<file path="src/rtl/seg_scan_ctrl.sv">
// Seven-segment scan scheduler: snapshots a packed value per frame, steps one digit per slot,
// and blanks the anodes at the start of every slot so the previous digit cannot ghost.
module seg_scan_ctrl #(
  parameter int DIGITS    = 4,
  parameter int SCAN_DIV  = 50000,
  parameter int BLANK_CYC = 16,
  localparam int SEL_W    = (DIGITS > 1) ? $clog2(DIGITS) : 1,
  localparam int CNT_W    = (SCAN_DIV > 1) ? $clog2(SCAN_DIV) : 1
) (
  input  logic                CLK,
  input  logic                Rst,
  input  logic                iEn,
  input  logic                iLzb,
  input  logic [4*DIGITS-1:0] iData,
  input  logic [DIGITS-1:0]   iDpMask,
  output logic [3:0]          oNibble,
  output logic [DIGITS-1:0]   oAnode,
  output logic                oDp,
  output logic [SEL_W-1:0]    oDigitSel,
  output logic                oFrameDone
);

  typedef enum logic [1:0] {IDLE, BLANK, SHOW} state_t;

  state_t              state_q, state_d;
  logic [CNT_W-1:0]    cnt_q, cnt_d;
  logic [SEL_W-1:0]    idx_q, idx_d;
  logic [4*DIGITS-1:0] snap_data_q, snap_data_d;
  logic [DIGITS-1:0]   snap_dp_q, snap_dp_d;

  logic [3:0]          nibble_q, nibble_d;
  logic [DIGITS-1:0]   anode_q, anode_d;
  logic                dp_q, dp_d;
  logic [SEL_W-1:0]    sel_q, sel_d;
  logic                frame_done_q, frame_done_d;

  // Leading-zero detection runs on the snapshot that will be in effect after this edge.
  logic [DIGITS-1:0] nib_zero;
  logic [DIGITS-1:0] lead_zero;
  logic [DIGITS-1:0] blank_dig;

  genvar gi;
  generate
    for (gi = 0; gi < DIGITS; gi++) begin : g_lzb
      assign nib_zero[gi] = (snap_data_d[4*gi +: 4] == 4'h0);
      if (gi == DIGITS - 1) begin : g_top
        assign lead_zero[gi] = nib_zero[gi];
      end else begin : g_mid
        assign lead_zero[gi] = nib_zero[gi] & lead_zero[gi+1];
      end
      if (gi == 0) begin : g_d0
        assign blank_dig[gi] = 1'b0;
      end else begin : g_dn
        assign blank_dig[gi] = iLzb & lead_zero[gi];
      end
    end
  endgenerate

  always_comb begin
    state_d      = state_q;
    cnt_d        = cnt_q;
    idx_d        = idx_q;
    snap_data_d  = snap_data_q;
    snap_dp_d    = snap_dp_q;
    frame_done_d = 1'b0;

    if (!iEn) begin
      state_d = IDLE;
      cnt_d   = '0;
      idx_d   = '0;
    end else begin
      case (state_q)
        IDLE: begin
          snap_data_d = iData;
          snap_dp_d   = iDpMask;
          idx_d       = '0;
          cnt_d       = '0;
          state_d     = BLANK;
        end
        BLANK: begin
          cnt_d = cnt_q + CNT_W'(1);
          if (cnt_q == CNT_W'(BLANK_CYC - 1)) begin
            state_d = SHOW;
          end
        end
        SHOW: begin
          if (cnt_q == CNT_W'(SCAN_DIV - 1)) begin
            cnt_d   = '0;
            state_d = BLANK;
            if (idx_q == SEL_W'(DIGITS - 1)) begin
              idx_d        = '0;
              frame_done_d = 1'b1;
              snap_data_d  = iData;
              snap_dp_d    = iDpMask;
            end else begin
              idx_d = idx_q + SEL_W'(1);
            end
          end else begin
            cnt_d = cnt_q + CNT_W'(1);
          end
        end
        default: begin
          state_d = IDLE;
          cnt_d   = '0;
          idx_d   = '0;
        end
      endcase
    end
  end

  // Outputs are registered from the next-state values so they line up with the state.
  always_comb begin
    nibble_d = 4'h0;
    anode_d  = '1;
    dp_d     = 1'b1;
    sel_d    = '0;
    if (state_d != IDLE) begin
      sel_d = idx_d;
      for (int k = 0; k < DIGITS; k++) begin
        if (idx_d == SEL_W'(k)) begin
          nibble_d = snap_data_d[4*k +: 4];
          if (state_d == SHOW) begin
            dp_d = ~snap_dp_d[k];
            if (!blank_dig[k]) begin
              anode_d[k] = 1'b0;
            end
          end
        end
      end
    end
  end

  always_ff @(posedge CLK) begin
    if (Rst) begin
      state_q      <= IDLE;
      cnt_q        <= '0;
      idx_q        <= '0;
      snap_data_q  <= '0;
      snap_dp_q    <= '0;
      nibble_q     <= 4'h0;
      anode_q      <= '1;
      dp_q         <= 1'b1;
      sel_q        <= '0;
      frame_done_q <= 1'b0;
    end else begin
      state_q      <= state_d;
      cnt_q        <= cnt_d;
      idx_q        <= idx_d;
      snap_data_q  <= snap_data_d;
      snap_dp_q    <= snap_dp_d;
      nibble_q     <= nibble_d;
      anode_q      <= anode_d;
      dp_q         <= dp_d;
      sel_q        <= sel_d;
      frame_done_q <= frame_done_d;
    end
  end

  assign oNibble    = nibble_q;
  assign oAnode     = anode_q;
  assign oDp        = dp_q;
  assign oDigitSel  = sel_q;
  assign oFrameDone = frame_done_q;

endmodule
</file>
<file path="config.mk">
export PLATFORM = sky130hd
export DESIGN_NAME = seg_scan_ctrl
export DESIGN_NICKNAME = d
export VERILOG_FILES = /design/src/rtl/seg_scan_ctrl.sv
export SDC_FILE = /design/constraint.sdc
export NUM_CORES = 1
export LEC_CHECK = 0
export BUFFER_PORTS_ARGS = -buffer_cell sky130_fd_sc_hd__buf_4
export CORE_AREA = 2 2 85 87
export CTS_BUF_LIST = sky130_fd_sc_hd__clkbuf_16
export DETAILED_ROUTE_END_ITERATION = 8
export DIE_AREA = 0 0 87 89
export PLACE_DENSITY_LB_ADDON = 0.2
export SETUP_SLACK_MARGIN = 0.05
export SYNTH_ARGS = -nofsm -noshare
export SYNTH_HDL_FRONTEND = slang
export SYNTH_SLANG_ARGS = --single-unit
export TNS_END_PERCENT = 10
</file>
<file path="constraint.sdc">
create_clock -name CLK -period 6.25 [get_ports CLK]
set_clock_uncertainty 0.05 [all_clocks]
set_input_delay 1.25 -clock CLK [delete_from_list [all_inputs] [get_ports CLK]]
set_output_delay 1.25 -clock CLK [all_outputs]
set_load 0.05 [all_outputs]
</file>
==> results of run 1 <==
## flip-flops by register name (all words and copies together), names as in the netlist
name / count
cnt_q: 16
idx_q: 2
oAnode: 4
oDigitSel: 2
oDp: 1
oFrameDone: 1
oNibble: 4
snap_data_q: 16
snap_dp_q: 4
state_q: 2
## kinds of logic (layout without fill, tap and decap cells)
family          Yosys count  in the layout  share of synthesized area, %
fa+ha+maj                 6              6                          3.20
buf+inv                  15             48                          2.77
compound gates           55             55                          16.5
flops                    52             52                          44.3
simple gates            129            129                          28.0
xor+xnor                 14             14                          5.22
## synth_stat cells (2+ instances only)
cell | count | area share (%)
sky130_fd_sc_hd__nor3_1 | 13 | 2.8
sky130_fd_sc_hd__xor2_1 | 8 | 3.0
sky130_fd_sc_hd__a21oi_1 | 10 | 2.1
sky130_fd_sc_hd__a32o_1 | 3 | 1.3
sky130_fd_sc_hd__or3_1 | 3 | 0.80
sky130_fd_sc_hd__and2_1 | 2 | 0.53
sky130_fd_sc_hd__and3_1 | 9 | 2.4
sky130_fd_sc_hd__o21ai_0 | 12 | 2.6
sky130_fd_sc_hd__nor2_1 | 46 | 7.4
sky130_fd_sc_hd__a31oi_1 | 2 | 0.53
sky130_fd_sc_hd__nand4_1 | 3 | 0.80
sky130_fd_sc_hd__a22oi_1 | 3 | 0.96
sky130_fd_sc_hd__nor4_1 | 4 | 1.1
sky130_fd_sc_hd__nor2b_1 | 4 | 1.1
sky130_fd_sc_hd__dfxtp_1 | 52 | 44
sky130_fd_sc_hd__xnor2_1 | 6 | 2.2
sky130_fd_sc_hd__inv_1 | 4 | 0.64
sky130_fd_sc_hd__ha_1 | 6 | 3.2
sky130_fd_sc_hd__nand3_1 | 16 | 3.4
sky130_fd_sc_hd__o211ai_1 | 2 | 0.64
sky130_fd_sc_hd__a32oi_1 | 6 | 2.2
sky130_fd_sc_hd__o21ai_1 | 2 | 0.43
sky130_fd_sc_hd__clkbuf_1 | 6 | 0.96
sky130_fd_sc_hd__a21o_1 | 3 | 0.96
sky130_fd_sc_hd__buf_2 | 4 | 0.85
sky130_fd_sc_hd__and4_1 | 3 | 1.1
sky130_fd_sc_hd__nand2_1 | 18 | 2.9
## cell type report
cell class,count,share of cell area (%)
Clock inverter,3,0.976
Inverter,4,0.532
Clock buffer,5,4.43
Timing Repair Buffer,36,9.58
Sequential cell,52,36.9
Tap cell,80,3.55
Multi-Input combinational cell,204,44.0
## stage by stage
stage / hold WS [ns] / setup WS [ns] / instances
after floorplan: 0.363 / 3.30 / 271
after global routing: 0.430 / 3.04 / 384
after CTS: 0.398 / 3.31 / 384
after detailed placement: 0.388 / 3.00 / 376
after global placement: 0.382 / 3.07 / 376
final: 0.391 / 3.25 / 384
## worst min path at each step
| stage | startpoint | to | cells past startpoint |
|---|---|---|---|
| after floorplan | cnt_q[0] | cnt_q[0] | 1 |
| after global placement | cnt_q[0] | cnt_q[0] | 1 |
| after detailed placement | cnt_q[0] | cnt_q[0] | 1 |
| after CTS | cnt_q[0] | cnt_q[0] | 1 |
| after global routing | cnt_q[0] | cnt_q[0] | 1 |
| final | cnt_q[0] | cnt_q[0] | 1 |
## power breakdown
part,internal [mW],switching [mW],total [mW]
Combinational,0.0268,0.0360,0.0628
Sequential,0.340,0.00331,0.343
Clock,0.152,0.131,0.284
## per-layer routing
layer  track usage (%)  up-vias  wire, um
met4              3.98        0        61
li1                  -     1046         -
met1              22.6      959      2970
met5                 0        -         0
met2              23.0       65      2470
met3              3.32        8       271
==> summary.md, run 1 <==
| Metric | Value |
|---|---|
| Antenna violations before repair | `0` |
| CTS Hold Bufs | `0` |
| Critical path depth in cells | `8` |
| Run status | `finished, final reports clean` |
| Power consumption | `690 uW` |
| Reg2reg path depth | `9` |
| Startpoint of the worst setup timing path | `iEn` |
| Number of H-tree levels | `2` |
| Crit path launch type | `input pin` |
| RePlAce Congestion | `0.832` |
| Root Buffer | `sky130_fd_sc_hd__clkbuf_16` |
| Leakage Power | `around 1.1 nW` |
| Vertical extent of the die | `a little under 90 um` |
| Setup repair after global routing missed its margin | `no` |
| Fraction of the yosys area taken by sequential cells | `44.3%` |
| Worst path bufs/invs | `2` |
| Number of inserted diodes | `0` |
| Reg clk slew, reported paths | `0.07 ns` |
| Nets@finish | `between 300 and 400` |
| End of the worst register-to-register path | `oNibble[0]` |
| Quantity of I/O buffers inserted on ports | `35` |
| Required arrival time at the worst endpoint | `6.42 ns` |
| Die width | `87 um` |
| Post-CTS resize count | `0` |
| CP max-delay cell | `sky130_fd_sc_hd__o21ai_1` |
| Flip-flop and latch count after synthesis | `52` |
| Wirelength per Cell | `15.0 um` |
| Yosys synthesis warning count | `0` |
| Commonest non-fill, non-tap cells in the layout | `52 x sky130_fd_sc_hd__dfxtp_1, 46 x sky130_fd_sc_hd__nor2_1, 36 x sky130_fd_sc_hd__buf_4` |
| Synth Cell Area | `2350 um2` |
| Power density cells | `244 nW/um2` |
| Cell family contributing the most delay on the critical path | `compound AO/OA/AOI/OAI gates` |
| Cell count after synthesis | `approximately 270` |
| Number of failing setup endpoints in the final timing report | `0` |
| Number of buffers inserted to repair setup after CTS | `0` |
| Ratio of cells with drive above 1 in the final layout | `between 10% and 20%` |
| Endpoint class of the critical path | `flip-flop` |
| Biggest fanout along the worst timing path | `16` |
| Sum of routed wire length over all layers | `5.77 mm` |
| Utilization after layout | `42.0%` |
| Fmax | `333 MHz` |
| Count of maximum capacitance violations | `0` |
| Number of buffers created by CTS | `5` |
| Die ar. | `roughly 7700 um2` |
| Largest net degree at the start of global routing | `26` |
| Detail-routed via count per cell | `about 5.4` |
| GR Overflow Total | `0` |
| Area after detailed placement | `2670 um2` |
| Clock sink total | `52` |
| Final Critical Period | `3.00 ns` |
| Synth Net Count | `between 300 and 400` |
| Number of unique standard cell types used by synthesis | `48` |
| End point of the critical path | `oNibble[0]` |
| Number of remaining DRC errors | `0` |
| Async set or reset register ratio after synthesis | `0%` |
| Max stage delay on crit path | `about 0.5 ns` |
| Number of enable flip-flop cells after synthesis | `0` |
| Post-route antenna net violation count | `0` |
| Ports | `36` |
| Post-synthesis average cell area | `8.67 um2` |
| Class of the most critical hold timing path | `flip-flop to flip-flop` |
| Post-route standard cell area excluding fillers | `between 2000 and 3000 um2` |
| Cell seen most often among critical-path stages | `sky130_fd_sc_hd__buf_4` |
| Total negative slack | `0 ns` |
| Latest clock arrival within the worst-skew pair | `0.29 ns` |
| Count of final hold-check violations | `0` |
| Data arrival time at the worst-slack endpoint | `3.17 ns` |
| Vias post-DR | `2078` |
| Effective utilization at floorplan | `35.0%` |
| DP Wirelength | `4.26 mm` |
| Maximum root-to-sink buffer count | `2` |
| Number of global-route vias before repair | `between 1500 and 2000` |
| Slew at the pin with the worst max-slew slack | `about 0.57 ns` |
| Startpoint of the most critical register-to-register path | `cnt_q[0]` |
| Area occupied by registers | `roughly 1000 um2` |
| Register-to-register setup slack | `about 3.3 ns` |
| Standard-cell row count | `30` |
| Wire length of the first global-routing pass | `between 9 and 10 mm` |
| Iteration count of the initial detailed-routing pass | `5` |
| Core footprint | `around 6700 um2` |
| Filler cell count | `677` |
| Clock tree from TritonCTS | `built` |
| Most common cell after layout, fill and taps aside | `sky130_fd_sc_hd__dfxtp_1` |
| Ordered list of cells on the worst path | `buf_4, nand3_1, o21ai_1, buf_4, a21o_1, o21ai_0, or3_1, a31oi_1` |
| Max-slew violations | `0` |
| Primary FF master, synth | `sky130_fd_sc_hd__dfxtp_1` |
| Tcrit/Tclk final | `48.0%` |
| Worst slew margin | `61.7%` |
| GR Util All Layers | `15.4%` |
| Area of the multi-input gates | `1240 um2` |
| Peak supply drop | `0.000110 V` |
| Number of DRC violations after detailed-routing iteration 0 | `158` |
| Critical path type | `input pin to flip-flop` |
| Synthesis-to-finish area growth | `20.1%` |
Note: power is estimated with default switching activity, not from simulation.
==> run 2: changes to the inputs <==
clock period = 3 ns   (was 6.25 ns; I/O delays follow)
==> summary.md, run 2 (synthesis results as in run 1) <==
| Metric | Value |
|---|---|
| Worst slack, placed | `0.318 ns (-2.69 ns)` |
| Slew at the pin with the worst max-slew slack | `0.499 ns (-0.0742 ns)` |
| Latest clock arrival within the worst-skew pair | `0.29 ns (about the same)` |
| Root Buffer | `sky130_fd_sc_hd__clkbuf_16` |
| Synthesis-to-finish area growth | `21.8%` |
| Clock tree from TritonCTS | `built` |
| Number of H-tree levels | `2 (unchanged)` |
| Worst path bufs/invs | `0 (-2)` |
| Tcrit/Tclk final | `88.8%` |
| Filler cell count | `684 (+1.0%)` |
| DP Wirelength | `4.20 mm (-1.5%)` |
| Effective utilization at floorplan | `35.0% (unchanged)` |
| Die width | `87 um (unchanged)` |
| GR Util All Layers | `15.6% (+0.21 points)` |
| Number of global-route vias before repair | `2004 (+7.5%)` |
| Die ar. | `7740 um2 (unchanged)` |
| Run status | `finished, final reports clean` |
| Number of DRC violations after detailed-routing iteration 0 | `80 (-49%)` |
| Standard-cell row count | `30 (unchanged)` |
| Required arrival time at the worst endpoint | `3.16 ns (-3.26 ns)` |
| Maximum root-to-sink buffer count | `2 (unchanged)` |
| Cell family contributing the most delay on the critical path | `simple AND/OR/NAND/NOR gates` |
| Leading registers by flop count | `cnt_q x16, snap_data_q x16` |
| Largest net degree at the start of global routing | `26 (unchanged)` |
| Vertical extent of the die | `89 um (unchanged)` |
| CP max-delay cell | `sky130_fd_sc_hd__or3_1` |
| Number of buffers inserted to repair setup after CTS | `0 (unchanged)` |
| RePlAce Congestion | `0.927 (+11%)` |
| Number of inserted diodes | `0 (unchanged)` |
| Wirelength per Cell | `14.2 um (-5.3%)` |
| Nets@finish | `337 (+1.2%)` |
| Number of remaining DRC errors | `0 (unchanged)` |
| Area occupied by registers | `1040 um2 (unchanged)` |
| Ports | `36 (unchanged)` |
| Fmax | `375 MHz` |
| Number of failing setup endpoints in the final timing report | `0 (unchanged)` |
| Power consumption | `1.48 mW (+110%)` |
| Count of maximum capacitance violations | `0 (unchanged)` |
| Reg clk slew, reported paths | `0.07 ns (about the same)` |
| Setup repair after global routing missed its margin | `no` |
| Ordered list of cells on the worst path | `ha_1, and3_1, nand3_2, or3_1, a32o_1, nor3_2, nand4_1, o2111ai_1` |
| Data arrival time at the worst-slack endpoint | `2.82 ns (-0.35 ns)` |
| Total negative slack | `0 ns (unchanged)` |
| Leakage Power | `1.10 nW (+2.4%)` |
| Most common cell after layout, fill and taps aside | `sky130_fd_sc_hd__dfxtp_1` |
| Sum of routed wire length over all layers | `5.52 mm (-4.3%)` |
| Biggest fanout along the worst timing path | `8 (-8)` |
| Detail-routed via count per cell | `5.26 (-2.8%)` |
| Vias post-DR | `2041 (-1.8%)` |
| Peak supply drop | `0.000224 V (+100%)` |
| CTS Hold Bufs | `0 (unchanged)` |
| Class of the most critical hold timing path | `flip-flop to flip-flop` |
| Count of final hold-check violations | `0 (unchanged)` |
| Crit path launch type | `flip-flop` |
| Worst Hold Slack | `0.399 ns (+0.00719 ns)` |
| Antenna violations before repair | `0 (unchanged)` |
| Final Critical Period | `2.66 ns` |
| Endpoint class of the critical path | `flip-flop` |
| Utilization after layout | `42.6% (+0.60 points)` |
| Max stage delay on crit path | `0.52 ns (+0.02 ns)` |
| Commonest non-fill, non-tap cells in the layout | `52 x sky130_fd_sc_hd__dfxtp_1, 46 x sky130_fd_sc_hd__nor2_1, 40 x sky130_fd_sc_hd__buf_4` |
| Ratio of cells with drive above 1 in the final layout | `17.2% (+0.43 points)` |
| Area of the multi-input gates | `1240 um2 (unchanged)` |
| Quantity of I/O buffers inserted on ports | `35 (unchanged)` |
| Number of buffers created by CTS | `5 (unchanged)` |
| Post-CTS resize count | `0 (unchanged)` |
| GR Overflow Total | `0 (unchanged)` |
| Critical path type | `flip-flop to flip-flop` |
| Core footprint | `6720 um2 (unchanged)` |
| Power density cells | `518 nW/um2 (+110%)` |
| Post-route antenna net violation count | `0 (unchanged)` |
| Clock sink total | `52 (unchanged)` |
| Max-slew violations | `0 (unchanged)` |
| Crit path setup slack, layout | `0.335 ns (-2.91 ns)` |
| Iteration count of the initial detailed-routing pass | `4 (-1)` |
| Wire length of the first global-routing pass | `9.60 mm (+2.1%)` |
| Worst slew margin | `66.6% (+5.0 points)` |
==> run 2: cell count changes in the layout (fill, tap and decap cells not counted), sizes merged <==
cell / change
buf: +4
bufinv: +1
clkinv: +1
clkinvlp: -1
inv: -1
==> run 2: layout make-up <==
type	instances	share of cell area, %
well taps	80	3.50
flip-flops and latches	52	36.4
clock buffers	5	4.37
repair buffers	40	10.5
clock inverters	3	1.31
multi-input cells	204	43.4
inverters	4	0.525
==> run 2: path summary, 6_finish.rpt <==
path	start	endpoint	slack (ns)	depth (start not counted)
max	cnt_q[0]	oAnode[1]	0.34	8
min	cnt_q[0]	cnt_q[0]	0.40	1
max reg2reg	cnt_q[0]	oAnode[1]	0.34	8
min reg2reg	cnt_q[0]	cnt_q[0]	0.40	1
==> run 2: power by group <==
group / switching (mW) / internal (mW)
Combinational: 0.0754 / 0.0595
Sequential: 0.00695 / 0.709
Clock: 0.243 / 0.388
Total: 0.325 / 1.16
==> run 2: per-stage QoR <==
stage / std cells / area (um2)
after floorplan: 271 / 2350
after global placement: 380 / 2700
after detailed placement: 380 / 2700
after CTS: 388 / 2860
after global routing: 388 / 2860
final: 388 / 2860
==> run 2: per-layer routing <==
| layer | global-route usage [%] | share of wire (%) | vias to the layer above |
|---|---|---|---|
| met5 | 0 | 0 | - |
| met4 | 5.26 | 2.1 | 0 |
| met3 | 3.23 | 3.7 | 11 |
| met2 | 23.0 | 43 | 41 |
| met1 | 22.7 | 52 | 930 |
| li1 | - | - | 1059 |
